**config.mk**
```make
export PLATFORM = sky130hd
export DESIGN_NAME = fx_noise_gate_flat
export DESIGN_NICKNAME = d
export VERILOG_FILES = /design/src/rtl/fx_noise_gate_if.sv /design/src/rtl/fx_noise_gate.sv /design/src/flat_wrapper.sv
export SDC_FILE = /design/constraint.sdc
export NUM_CORES = 1
export LEC_CHECK = 0
export BUFFER_PORTS_ARGS = -buffer_cell sky130_fd_sc_hd__clkbuf_2
export CAP_MARGIN = 20
export CORE_UTILIZATION = 65
export DETAILED_ROUTE_END_ITERATION = 16
export PLACE_DENSITY = 0.83
export SLEW_MARGIN = 20
export SYNTH_ARGS = -nofsm -noshare
export SYNTH_HDL_FRONTEND = slang
export SYNTH_SLANG_ARGS = --single-unit
```
**constraint.sdc**
```tcl
create_clock -name i_clk -period 7.8 [get_ports i_clk]
set_input_delay 0.78 -clock i_clk [delete_from_list [all_inputs] [get_ports i_clk]]
set_output_delay 0.78 -clock i_clk [all_outputs]
set_load 0.03 [all_outputs]
```
**src/rtl/fx_noise_gate_if.sv**
```systemverilog
// Sample stream between the ADC path and the noise gate, plus the gate status.
interface fx_noise_gate_if;
  logic               i_valid;
  logic signed [15:0] i_sample;
  logic [2:0]         i_level;
  logic               o_valid;
  logic signed [15:0] o_sample;
  logic               o_gate_open;

  modport master (
    output i_valid, i_sample, i_level,
    input  o_valid, o_sample, o_gate_open
  );

  modport slave (
    input  i_valid, i_sample, i_level,
    output o_valid, o_sample, o_gate_open
  );
endinterface

```
**src/rtl/fx_noise_gate.sv**
```systemverilog
// Noise gate: peak envelope follower, open/close hysteresis, hold timer and linear gain ramps.
// Level 0 bypasses the gate; 1..7 select the open threshold.
module fx_noise_gate #(
  parameter int unsigned THRESH_STEP  = 256,
  parameter int unsigned DECAY_SHIFT  = 8,
  parameter logic [15:0] ATTACK_STEP  = 16'h0400,
  parameter logic [15:0] RELEASE_STEP = 16'h0040,
  parameter int unsigned HOLD_SAMPLES = 2048
) (
  input logic               i_clk,
  input logic               i_rst,
  fx_noise_gate_if.slave    bus
);

  localparam logic [15:0] GainUnity = 16'h8000;
  localparam logic [15:0] HoldInit  = 16'(HOLD_SAMPLES - 1);

  typedef enum logic [2:0] {StClosed, StAttack, StOpen, StHold, StRelease} state_e;

  state_e             state_q, state_d;
  logic [15:0]        gain_q, gain_d;
  logic [15:0]        env_q, env_d;
  logic [15:0]        hold_q, hold_d;
  logic               o_valid_q;
  logic signed [15:0] o_sample_q;
  logic               o_gate_q, gate_d;

  logic [15:0]        abs_val, decay_raw, decay, env_next;
  logic [15:0]        th_open, th_close;
  logic [16:0]        gain_up;
  logic signed [32:0] prod;
  logic signed [15:0] gated;

  // -32768 has no positive twin; clamp it so the magnitude stays within 15 bits.
  assign abs_val   = (bus.i_sample == 16'sh8000) ? 16'h7fff :
                     bus.i_sample[15] ? ($unsigned(~bus.i_sample) + 16'd1) :
                     $unsigned(bus.i_sample);
  assign decay_raw = env_q >> DECAY_SHIFT;
  assign decay     = (decay_raw == 16'd0) ? 16'd1 : decay_raw;
  // decay never exceeds env_q when env_q > 0, and abs >= 0 covers env_q == 0.
  assign env_next  = (abs_val >= env_q) ? abs_val : (env_q - decay);
  assign th_open   = 16'(bus.i_level) * 16'(THRESH_STEP);
  assign th_close  = th_open - (th_open >> 2);
  assign gain_up   = {1'b0, gain_q} + {1'b0, ATTACK_STEP};
  // Output uses the gain held before this sample's update.
  assign prod      = bus.i_sample * $signed({1'b0, gain_q});
  assign gated     = 16'(prod >>> 15);

  // Next-state, envelope, gain and hold counter; everything holds unless a sample arrives.
  always_comb begin
    state_d = state_q;
    gain_d  = gain_q;
    env_d   = env_q;
    hold_d  = hold_q;
    if (bus.i_valid) begin
      env_d = env_next;
      if (bus.i_level == 3'd0) begin
        state_d = StOpen;
        gain_d  = GainUnity;
      end else begin
        case (state_q)
          StClosed: begin
            gain_d = '0;
            if (env_next >= th_open) state_d = StAttack;
          end
          StAttack: begin
            if (env_next < th_close) begin
              state_d = StRelease;
            end else if (gain_up >= {1'b0, GainUnity}) begin
              state_d = StOpen;
              gain_d  = GainUnity;
            end else begin
              gain_d = gain_up[15:0];
            end
          end
          StOpen: begin
            gain_d = GainUnity;
            if (env_next < th_close) begin
              state_d = StHold;
              hold_d  = HoldInit;
            end
          end
          StHold: begin
            if (env_next >= th_open) begin
              state_d = StOpen;
            end else if (hold_q == 16'd0) begin
              state_d = StRelease;
            end else begin
              hold_d = hold_q - 16'd1;
            end
          end
          StRelease: begin
            // Re-attack ramps up from the current gain rather than restarting at 0.
            if (env_next >= th_open) begin
              state_d = StAttack;
            end else if (gain_q <= RELEASE_STEP) begin
              state_d = StClosed;
              gain_d  = '0;
            end else begin
              gain_d = gain_q - RELEASE_STEP;
            end
          end
          default: begin
            state_d = StClosed;
            gain_d  = '0;
          end
        endcase
      end
    end
  end

  // Gate status reflects the state this sample leaves the FSM in.
  always_comb begin
    gate_d = (bus.i_level == 3'd0) ||
             (state_d == StAttack) || (state_d == StOpen) || (state_d == StHold);
  end

  // State registers and registered outputs; reset overrides a simultaneous sample.
  always_ff @(posedge i_clk) begin
    if (i_rst) begin
      state_q    <= StClosed;
      gain_q     <= '0;
      env_q      <= '0;
      hold_q     <= '0;
      o_valid_q  <= 1'b0;
      o_sample_q <= '0;
      o_gate_q   <= 1'b0;
    end else begin
      state_q   <= state_d;
      gain_q    <= gain_d;
      env_q     <= env_d;
      hold_q    <= hold_d;
      o_valid_q <= bus.i_valid;
      if (bus.i_valid) begin
        o_sample_q <= (bus.i_level == 3'd0) ? bus.i_sample : gated;
        o_gate_q   <= gate_d;
      end
    end
  end

  assign bus.o_valid     = o_valid_q;
  assign bus.o_sample    = o_sample_q;
  assign bus.o_gate_open = o_gate_q;

endmodule
```
**src/flat_wrapper.sv**
```systemverilog
// flat-port wrapper written by rule: the top's interface ports become plain ports
module fx_noise_gate_flat 
#(
  parameter int unsigned THRESH_STEP  = 256,
  parameter int unsigned DECAY_SHIFT  = 8,
  parameter logic [15:0] ATTACK_STEP  = 16'h0400,
  parameter logic [15:0] RELEASE_STEP = 16'h0040,
  parameter int unsigned HOLD_SAMPLES = 2048
)
  (i_clk, i_rst, bus_i_valid, bus_i_sample, bus_i_level, bus_o_valid, bus_o_sample, bus_o_gate_open);
  fx_noise_gate_if bus_i ();
  input logic i_clk;
  input logic i_rst;
  input wire logic [$bits(bus_i.i_valid)-1:0] bus_i_valid;
  input wire logic [$bits(bus_i.i_sample)-1:0] bus_i_sample;
  input wire logic [$bits(bus_i.i_level)-1:0] bus_i_level;
  output wire logic [$bits(bus_i.o_valid)-1:0] bus_o_valid;
  output wire logic [$bits(bus_i.o_sample)-1:0] bus_o_sample;
  output wire logic [$bits(bus_i.o_gate_open)-1:0] bus_o_gate_open;
  assign bus_i.i_valid = bus_i_valid;
  assign bus_i.i_sample = bus_i_sample;
  assign bus_i.i_level = bus_i_level;
  assign bus_o_valid = bus_i.o_valid;
  assign bus_o_sample = bus_i.o_sample;
  assign bus_o_gate_open = bus_i.o_gate_open;
  fx_noise_gate #(.THRESH_STEP(THRESH_STEP), .DECAY_SHIFT(DECAY_SHIFT), .ATTACK_STEP(ATTACK_STEP), .RELEASE_STEP(RELEASE_STEP), .HOLD_SAMPLES(HOLD_SAMPLES)) u_core (.i_clk(i_clk), .i_rst(i_rst), .bus(bus_i));
endmodule
```
; Word-level counts from Yosys, hierarchy flattened
; Index checks and enable logic that the tools add are counted.
[op_classes]
n_mul = 1
muxes = 26
magnitude_cmp = 5
eq_ne = 14
add_sub_neg = 6
bitwise_logic = 2
reduce_logical = 10
[op_table]
columns = cell, n
row1 = 16-bit 2-to-1 mux, 12
row2 = 16-bit one-hot mux with 4 select lines, 1
row3 = 16-bit logical NOT, 2
row4 = 16-bit one-hot mux with 2 select lines, 1
row5 = 16-bit by 17-bit multiplier with 31-bit output, 1
row6 = 3-bit 2-to-1 mux, 10
row7 = 16-bit by 11-bit adder with 17-bit output (second input constant), 1
row8 = 17-bit by 16-bit greater-or-equal comparator with 1-bit output (second input constant), 1
row9 = 16-bit by 1-bit adder with 16-bit output (second input constant), 1
row10 = 16-bit == test (second input constant), 1
row11 = 16-bit by 11-bit greater-or-equal comparator with 1-bit output, 1
row12 = 16-bit greater-or-equal comparator, 1
row13 = 16-bit by 7-bit less-or-equal comparator with 1-bit output (second input constant), 1
row14 = 16-bit less-than comparator, 1
row15 = 16-bit inverter, 1
row16 = 16-bit by 1-bit subtractor with 16-bit output (second input constant), 1
row17 = 16-bit subtractor, 1
row18 = 16-bit by 7-bit subtractor with 16-bit output (second input constant), 1
row19 = 3-bit one-hot mux with 5 select lines, 1
row20 = 3-bit by 2-bit == test with 1-bit output (second input constant), 4
row21 = 11-bit by 9-bit subtractor with 12-bit output, 1
row22 = 8-bit 2-to-1 mux, 1
row23 = 3-bit by 1-bit == test with 1-bit output (second input constant), 2
row24 = 3-bit logical NOT, 2
row25 = 9 further kinds, 14
[word_totals]
wordCells = 71
regBits = 69

; Depth between registers and ports, before layout
; Gate-level depths: netlist of the first run.
[depth]
word_depth = 15
ltp_mapped = 30
ltp_nobuf = 26

; Worst setup path before layout of the first run
; OpenSTA, ideal clock, no wires.
[synth_timing]
kind = input port to flip-flop
from = input bus_i_sample[5]
to = register u_core.o_sample_q[7], in the netlist u_core.bus.o_sample[7]
t_arrival_ps = 6885
path_buffers = 2
path_stages = 25
setup_slack_ps = 824
required_time_ps = 7709
path_cell_list = clkbuf_1 -> clkbuf_1 -> nand2_1 -> fa_1 -> inv_1 -> fa_1 -> inv_1 -> fa_1 -> inv_1 -> fa_1 -> inv_1 -> fa_1 -> inv_1 -> fa_1 -> ha_1 -> a2111oi_0 -> o21ai_0 -> a22oi_1 -> nor2b_1 -> o31a_1 -> or3_1 -> a21oi_1 -> mux2i_1 -> o311ai_0 -> a311oi_1
[synth_between]
elab_chain_cells = 2
[synth_lines]
columns = element, line
row1 = start: declaration, flat_wrapper.sv:15  ; input wire logic [$bits(bus_i.i_sample)-1:0] bus_i_sample;
row2 = 16-bit by 17-bit multiplier with 31-bit output, fx_noise_gate.sv:46  ; assign prod = bus.i_sample * $signed({1'b0, gain_q});
row3 = 16-bit 2-to-1 mux, fx_noise_gate.sv:135  ; o_sample_q <= (bus.i_level == 3'd0) ? bus.i_sample : gated;
row4 = end signal: assignment, fx_noise_gate.sv:135
row5 = end: declaration, fx_noise_gate.sv:25  ; logic signed [15:0] o_sample_q;
; No other way between the ends.
; A chain may end at the register's enable or synchronous reset.

; Worst setup path in the final report of the first run
[layout_timing]
from = register u_core.gain_q[8]
to = register u_core.o_sample_q[7], in the netlist u_core.bus.o_sample[7]
[layout_between]
elab_chain_cells = 2
[layout_lines]
columns = element, line
row1 = start: declaration, fx_noise_gate.sv:21  ; logic [15:0] gain_q, gain_d;
row2 = start signal: assignment, fx_noise_gate.sv:130  ; gain_q <= gain_d;
row3 = 16-bit by 17-bit multiplier with 31-bit output, fx_noise_gate.sv:46
row4 = 16-bit 2-to-1 mux, fx_noise_gate.sv:135
; No other way between the ends.

==> results.md, run 1 <==
* Storage element area at 1260 um2
* Worst-path cell chain: nand2_1 -> fa_1 -> inv_1 -> fa_1 -> inv_1 -> fa_1 -> fa_1 -> fa_1 -> inv_1 -> fa_1 -> ha_1 -> a2111oi_0 -> o21ai_0 -> a22oi_1 -> nor2b_1 -> o31a_1 -> or3_1 -> a21oi_1 -> mux2i_1 -> o311ai_0 -> a311oi_1
* Number of library cell types mapped by synthesis at 78
* Post-CTS Setup Bufs at 0
* Tmin final at 7.33 ns
* Max Fclk at 136 MHz
* H-tree depth at 3
* DP Wirelength at 23.5 mm
* Final WL at 30.0 mm
* Syn Inst Count at about 1400
* Final net count at roughly 1800
* Clock skew at 0.0100 ns
* Most used cell, CP: fa_1
* Hold buffers post-CTS at 0
* Area grow syn2layout at 7.18%
* Number of core rows at a little under 50
* Final setup fails at 0
* Critical path class: reg2reg
* Later-pin clock latency in the skew report at roughly 0.35 ns
* Proportion of synthesized area in mux cells at 2.36%
* Drt first pass iters at 8
* Post-layout util at 70.9%
* Unrepaired setup endpoints after global routing: false
* EDFF count, synth at 0
* Antenna diodes at 0
* CP arrival at 7.58 ns
* Antenna-violating nets left at 0
* Clock buffer depth at 2
* Drt drc at 0
* Reg power frac at 18.2%
* CP top delay family: adder cells
* Net Sw Frac at 47.2%
* Post-synthesis share of cell area spent on xor and xnor gates at between 3 and 4%
* Port Buffers at 39
* CORE AREA at ~18000 um2
* Comb power frac at 64.0%
* Vias in the first global route at 10400
* DR vias at approximately 10000
* Drt wl/cell at 17.4 um
* Worst VDD drop at ~0.18 mV
* First-pass GRT wire length at 49.8 mm
* Largest cells by area after synthesis: fa_1, ha_1, dfxtp_1
* Largest net degree at the start of global routing at between 60 and 70
* Required time of the worst setup path at 8.05 ns
* CP Max Fanout at 20
* Multi-input gate area at 9760 um2
* Mapped Area at 11900 um2
* Pins Over Slew Limit at 0
* Power share of the clock group at 17.8%
* Most used DFF post-synth: dfxtp_1
* Post-synthesis adder-cell area fraction at 41.6%
* Initial antenna violation count at 0
* Max Cap Viol at 0
* Seq/Total Area, Yosys at a little over a tenth
* Int Power at 1.25 mW
* Total GRT Usage at 34.2%
* Full die area at 18800 um2
* CTS tree: built
* Total clock sinks at 63
* Async SR Flop Fraction at 0%
* # resized after CTS at 0
* DRT iter0 DRCs at 742
* CP startpoint kind: flop
* Final Hold Fails at 0
* Slowest CP cell: dfxtp_1
* Largest family of logic cells by synthesized area: adder cells
* Post-Route Setup TNS at 0 ns
* Post-Synth Simple-Gate Area at 20.2%
* Hold Path Class: reg2reg
* GP Congestion at between 0.9 and 1
* Worst-margin pin slew at 1.01 ns
* Chip width at 137 um
* Total chip power at 2.37 mW
* Synthesized flop and latch total at 63
* Synth warn at 0
* I/O pins at 40
* Synth top area share at a little over a quarter
* Slowest cell delay on critical path at roughly 0.98 ns
* Pwr dens at roughly 190 nW/um2
* Leak Pwr at 6.37 nW
* Synth Area per Inst at between 8 and 9 um2
* Initial Util at 66.1%
* Slew HR at roughly a third
* Chip height at 137 um
* Filler instances at 1475
* Via density at between 5 and 6
* Crit end category: flop
* Clock Pin Slew Worst Setup and Hold Paths at about 0.060 ns
* Layout cells sized above 1 at 6.61%
* NetSw at 1.12 mW
* CTS Buf Count at 9
* Fin crit share at 94.0%
* Post-synth top area cell: fa_1
* Post-synthesis compound-gate area fraction at 13.0%
* Root Buffer: clkbuf_16
* Status: complete, no violations
* CP bufs+invs at 3
* Total congestion overflow at 0
per-stage QoR:
| stage | area, um2 | setup WS (ns) | hold WS (ns) | instances |
|---|---|---|---|---|
| after global placement | 12400 | 0.510 | 0.477 | 1711 |
| after CTS | 12700 | 0.591 | 0.499 | 1727 |
| after detailed placement | 12400 | 0.442 | 0.491 | 1711 |
| final | 12700 | 0.470 | 0.491 | 1727 |
| after floorplan | 12100 | 0.824 | 0.458 | 1498 |
| after global routing | 12700 | 0.136 | 0.527 | 1727 |
worst paths after layout:
| path | start | to | slack (ns) | depth (start not counted) |
|---|---|---|---|---|
| worst max register to register | u_core.gain_q[8] | u_core.bus.o_sample[7] | 0.47 | 21 |
| worst min register to register | u_core.bus.o_gate_open | u_core.bus.o_gate_open | 0.49 | 2 |
| worst max-delay path | u_core.gain_q[8] | u_core.bus.o_sample[7] | 0.47 | 21 |
| worst min-delay path | u_core.bus.o_gate_open | u_core.bus.o_gate_open | 0.49 | 2 |
worst register-to-register path, delay by kind of cell, from the launching register on:
kind            cells  cell delay [ns]
fa+ha+maj           7             3.42
compound gates      7             1.78
flops               1             0.98
simple gates        3             0.67
buf+inv             3             0.19
mux                 1             0.19
cells in the final DEF, fill, tap and decap left out, types with 8 or more instances in the layout:
cell / count
inv_1: 207
nand2_1: 178
fa_1: 158
ha_1: 142
nor2_1: 108
dfxtp_1: 63
a21oi_1: 58
conb_1: 58
and2_1: 56
o21ai_0: 43
clkbuf_2: 39
nor3_1: 28
xnor2_1: 23
xor2_1: 20
a211oi_1: 19
mux2i_1: 19
buf_4: 19
nand3_1: 18
nand2b_1: 18
nor2b_1: 13
or3_1: 13
a21o_1: 13
nand4_1: 12
and3_1: 12
o21a_1: 11
a31oi_1: 9
a311oi_1: 9
clkbuf_16: 9
o31ai_1: 8
cell families after synthesis:
kind of cell | Yosys count
xor+xnor | 43
flops | 63
mux | 27
simple gates | 495
compound gates | 231
buf+inv | 281
fa+ha+maj | 300
other cells | 2
registers in the layout (all words and copies together) (netlist names):
name	flops
u_core.bus.o_gate_open	1
u_core.bus.o_sample	16
u_core.bus.o_valid	1
u_core.env_q	16
u_core.gain_q	10
u_core.hold_q	16
u_core.state_q	3
cell usage after synthesis (all sizes together), types with 5 or more instances:
cell type	number
nand2b	18
a21oi	60
and3	12
inv	207
and2	57
clkbuf	70
o21a	11
nand3	18
nand2	178
or3	13
mux2	8
nor4	7
fa	158
o211ai	5
xor2	20
xnor2	23
a31oi	9
nor2b	14
nor2	108
nand4	12
ha	142
nor3b	7
a211oi	19
o31ai	8
o31a	6
nor3	30
or2	6
dfxtp	63
a311oi	9
a21o	13
o21ai	47
mux2i	19
cell type report:
cell class / count / area share, %
Multi-Input combinational cell: 1154 / 76.7
Inverter: 207 / 6.10
Clock buffer: 10 / 1.88
Sequential cell: 63 / 9.91
Clock inverter: 6 / 0.531
Tap cell: 229 / 2.25
Timing Repair Buffer: 58 / 2.65
power by group through the flow:
stage	logic, mW	clock network, mW	registers (mW)
2_1_floorplan	1.14	0	0.441
3_3_place_gp	1.45	0	0.433
3_5_place_dp	1.49	0	0.434
4_1_cts	1.50	0.422	0.428
5_1_grt	1.72	0.434	0.436
6_report	1.51	0.421	0.431
metal layers:
layer | share of wire [%] | global-route usage (%)
met1 | 39 | 41.7
met2 | 49 | 60.0
met3 | 7.5 | 4.86
met4 | 3.8 | 15.1
met5 | 0 | 0
Power figures use the tool's default switching activity.
==> inputs of run 2 (changes only) <==
==> constraint.sdc (replaced) <==
create_clock -name i_clk -period 7.8 [get_ports i_clk]
set_input_delay 0.39 -clock i_clk [delete_from_list [all_inputs] [get_ports i_clk]]
set_output_delay 0.39 -clock i_clk [all_outputs]
set_load 0.03 [all_outputs]
==> run 2 against run 1 <==
Net effect:
- register-to-register slack improved by 0.32 ns
- die area unchanged
- core utilization shrank 0.077 points
- critical path type unchanged
- critical endpoint unchanged
- highest routed layer unchanged
==> results.md, run 2 (synthesized netlist as in run 1, its figures left out) <==
* Full die area at 18800 um2 (unchanged)
* Max Fclk at 143 MHz (was 136 MHz)
* Hold_ws at 0.479 ns (was 0.491 ns)
* Required time of the worst setup path at 8.06 ns (was 8.05 ns)
* Chip width at 137 um (unchanged)
* Final net count at 1807 (was 1815)
* Vias in the first global route at 10400 (about the same)
* R2R Path Start: u_core.gain_q[11] (was u_core.gain_q[8])
* Antenna diodes at 0 (unchanged)
* Final setup margin at 0.790 ns (was 0.470 ns)
* Total clock sinks at 63 (unchanged)
* Drt first pass iters at 7 (was 8)
* Met2 Track Usage GR at 59.3% (was 60.0%)
* Hold buffers post-CTS at 0 (unchanged)
* Tmin final at 7.01 ns (was 7.33 ns)
* Final setup fails at 0 (unchanged)
* CP Max Fanout at 19 (was 20)
* Post-Route Setup TNS at 0 ns (unchanged)
* DR vias at 10200 (about the same)
* Total congestion overflow at 0 (unchanged)
* Hold Startpoint: u_core.bus.o_sample[6] (was u_core.bus.o_gate_open)
* GP Congestion at 0.923 (was 0.964)
* Pwr dens at 192 nW/um2 (was 186 nW/um2)
* Post-CTS Setup Bufs at 0 (unchanged)
* Total GRT Usage at 33.6% (was 34.2%)
* Max Cap Viol at 0 (unchanged)
* Clock Pin Slew Worst Setup and Hold Paths at 0.06 ns (about the same)
* CTS tree: built (unchanged)
* Slowest CP cell: dfxtp_1 (unchanged)
* Number of core rows at 49 (unchanged)
* Slew HR at 45.0% (was 32.6%)
* Unrepaired setup endpoints after global routing: false (unchanged)
* Area grow syn2layout at 7.07% (was 7.18%)
* Most used cell, CP: fa_1 (unchanged)
* Fin crit share at 89.9% (was 94.0%)
* H-tree depth at 3 (unchanged)
* CP top delay family: adder cells (unchanged)
* Total chip power at 2.44 mW (was 2.37 mW)
* Filler instances at 1421 (was 1475)
* GRT busiest layer: met2 (unchanged)
* DP Wirelength at 23.0 mm (was 23.5 mm)
* Crit end category: flop (unchanged)
* Largest net degree at the start of global routing at 69 (unchanged)
* Commonest non-fill, non-tap cells in the layout: inv_1, nand2_1, fa_1, ha_1, nor2_1 (unchanged)
* Worst VDD drop at 0.155 mV (was 0.179 mV)
* Worst-margin pin slew at 0.826 ns (was 1.01 ns)
* NetSw at 1.13 mW (was 1.12 mW)
* Initial Util at 66.1% (unchanged)
* Root Buffer: clkbuf_16 (unchanged)
* Hold Path Class: reg2reg (unchanged)
* CORE AREA at 18000 um2 (unchanged)
* Met1 Use GR at 39.8% (was 41.7%)
* Status: complete, no violations (unchanged)
* Power share of the clock group at 20.4% (was 17.8%)
* Later-pin clock latency in the skew report at 0.35 ns (about the same)
* CP startpoint kind: flop (unchanged)
* Initial antenna violation count at 0 (unchanged)
* Flop-to-flop setup slack at 0.79 ns (was 0.47 ns)
* CP arrival at 7.27 ns (was 7.58 ns)
* Layout cells sized above 1 at 6.11% (was 6.61%)
* WP depth at 23 (was 21)
* Met3 Track Usage GR at 6.14% (was 4.86%)
* Via density at 5.93 (was 5.92)
* Post-layout util at 70.8% (was 70.9%)
* Reg power frac at 17.4% (was 18.2%)
* Leak Pwr at 6.35 nW (was 6.37 nW)
* Clock skew at 0.00943 ns (was 0.0100 ns)
* # resized after CTS at 0 (unchanged)
* Worst-path cell chain: nand2_1 -> fa_1 -> inv_1 -> fa_1 -> inv_1 -> fa_1 -> inv_1 -> fa_1 -> inv_1 -> fa_1 -> inv_1 -> fa_1 -> ha_1 -> a2111oi_0 -> o21ai_0 -> a22oi_1 -> nor2b_1 -> o31a_1 -> or3_1 -> a21oi_1 -> mux2i_1 -> o311ai_0 -> a311oi_1 (was nand2_1 -> fa_1 -> inv_1 -> fa_1 -> inv_1 -> fa_1 -> fa_1 -> fa_1 -> inv_1 -> fa_1 -> ha_1 -> a2111oi_0 -> o21ai_0 -> a22oi_1 -> nor2b_1 -> o31a_1 -> or3_1 -> a21oi_1 -> mux2i_1 -> o311ai_0 -> a311oi_1)
* Setup crit start: u_core.gain_q[11] (was u_core.gain_q[8])
* CP endpoint: u_core.bus.o_sample[7] (unchanged)
* Int Power at 1.31 mW (was 1.25 mW)
* Port Buffers at 39 (unchanged)
* Final WL at 29.8 mm (was 30.0 mm)
* Chip height at 137 um (unchanged)
* Critical path class: reg2reg (unchanged)
* CTS Buf Count at 9 (unchanged)
* Pins Over Slew Limit at 0 (unchanged)
* Drt drc at 0 (unchanged)
* I/O pins at 40 (unchanged)
* CP bufs+invs at 5 (was 3)
* Antenna-violating nets left at 0 (unchanged)
* Net Sw Frac at 46.5% (was 47.2%)
* DRT iter0 DRCs at 675 (was 742)
* Comb power frac at 62.2% (was 64.0%)
* R2R depth at 23 (was 21)
* Final Hold Fails at 0 (unchanged)
* First-pass GRT wire length at 48.7 mm (was 49.8 mm)
* Slowest cell delay on critical path at 0.82 ns (was 0.98 ns)
* Commonest non-fill, non-tap cell in the layout: inv_1 (unchanged)
* Clock buffer depth at 2 (unchanged)
* Drt wl/cell at 17.4 um (about the same)
* Reg2reg end: u_core.bus.o_sample[7] (unchanged)
* Pre-CTS setup slack at 0.823 ns (was 0.442 ns)
## run 2: metal layers
metal	part of all wire [%]	vias to the layer above
met5	0	-
met4	3.4	0
met3	7.5	86
met2	50	450
met1	40	4928
li1	-	4737
## run 2: final cells by class
type                    count  area [um2]  share of cell area (%)
clock inverters             7         128                    1.00
repair buffers             50         278                    2.18
inverters                 207         777                    6.11
clock buffers               9         225                    1.77
multi-input cells        1154        9760                    76.8
well taps                 229         287                    2.25
flip-flops and latches     63        1260                    9.92
## run 2: power groups by stage
stage	combinational [mW]	sequential, mW	clock (mW)
floorplan	1.14	0.441	0
global placement	1.43	0.427	0
detailed placement	1.49	0.428	0
CTS	1.50	0.422	0.501
global route	1.70	0.432	0.512
finish	1.52	0.423	0.498
## run 2: through the flow
step           instances  instance area [um2]
6_report            1719                12700
5_1_grt             1719                12700
4_1_cts             1719                12700
3_5_place_dp        1703                12400
3_3_place_gp        1703                12400
2_1_floorplan       1498                12100
## run 2: how the worst min path moves through the flow
stage	endpoint	slack, ns	cells past startpoint
after global placement	u_core.bus.o_sample[0]	0.46	1
after CTS	u_core.bus.o_sample[1]	0.47	3
after floorplan	u_core.hold_q[1]	0.46	2
final	u_core.bus.o_sample[6]	0.48	2
after detailed placement	u_core.bus.o_sample[5]	0.47	2
after global routing	u_core.bus.o_sample[5]	0.51	2
## run 2: worst min-delay path, stage by stage (launching register included)
cell and delay (ns):
dfxtp_1 0.31, nor2_1 0.08, nor3_1 0.04
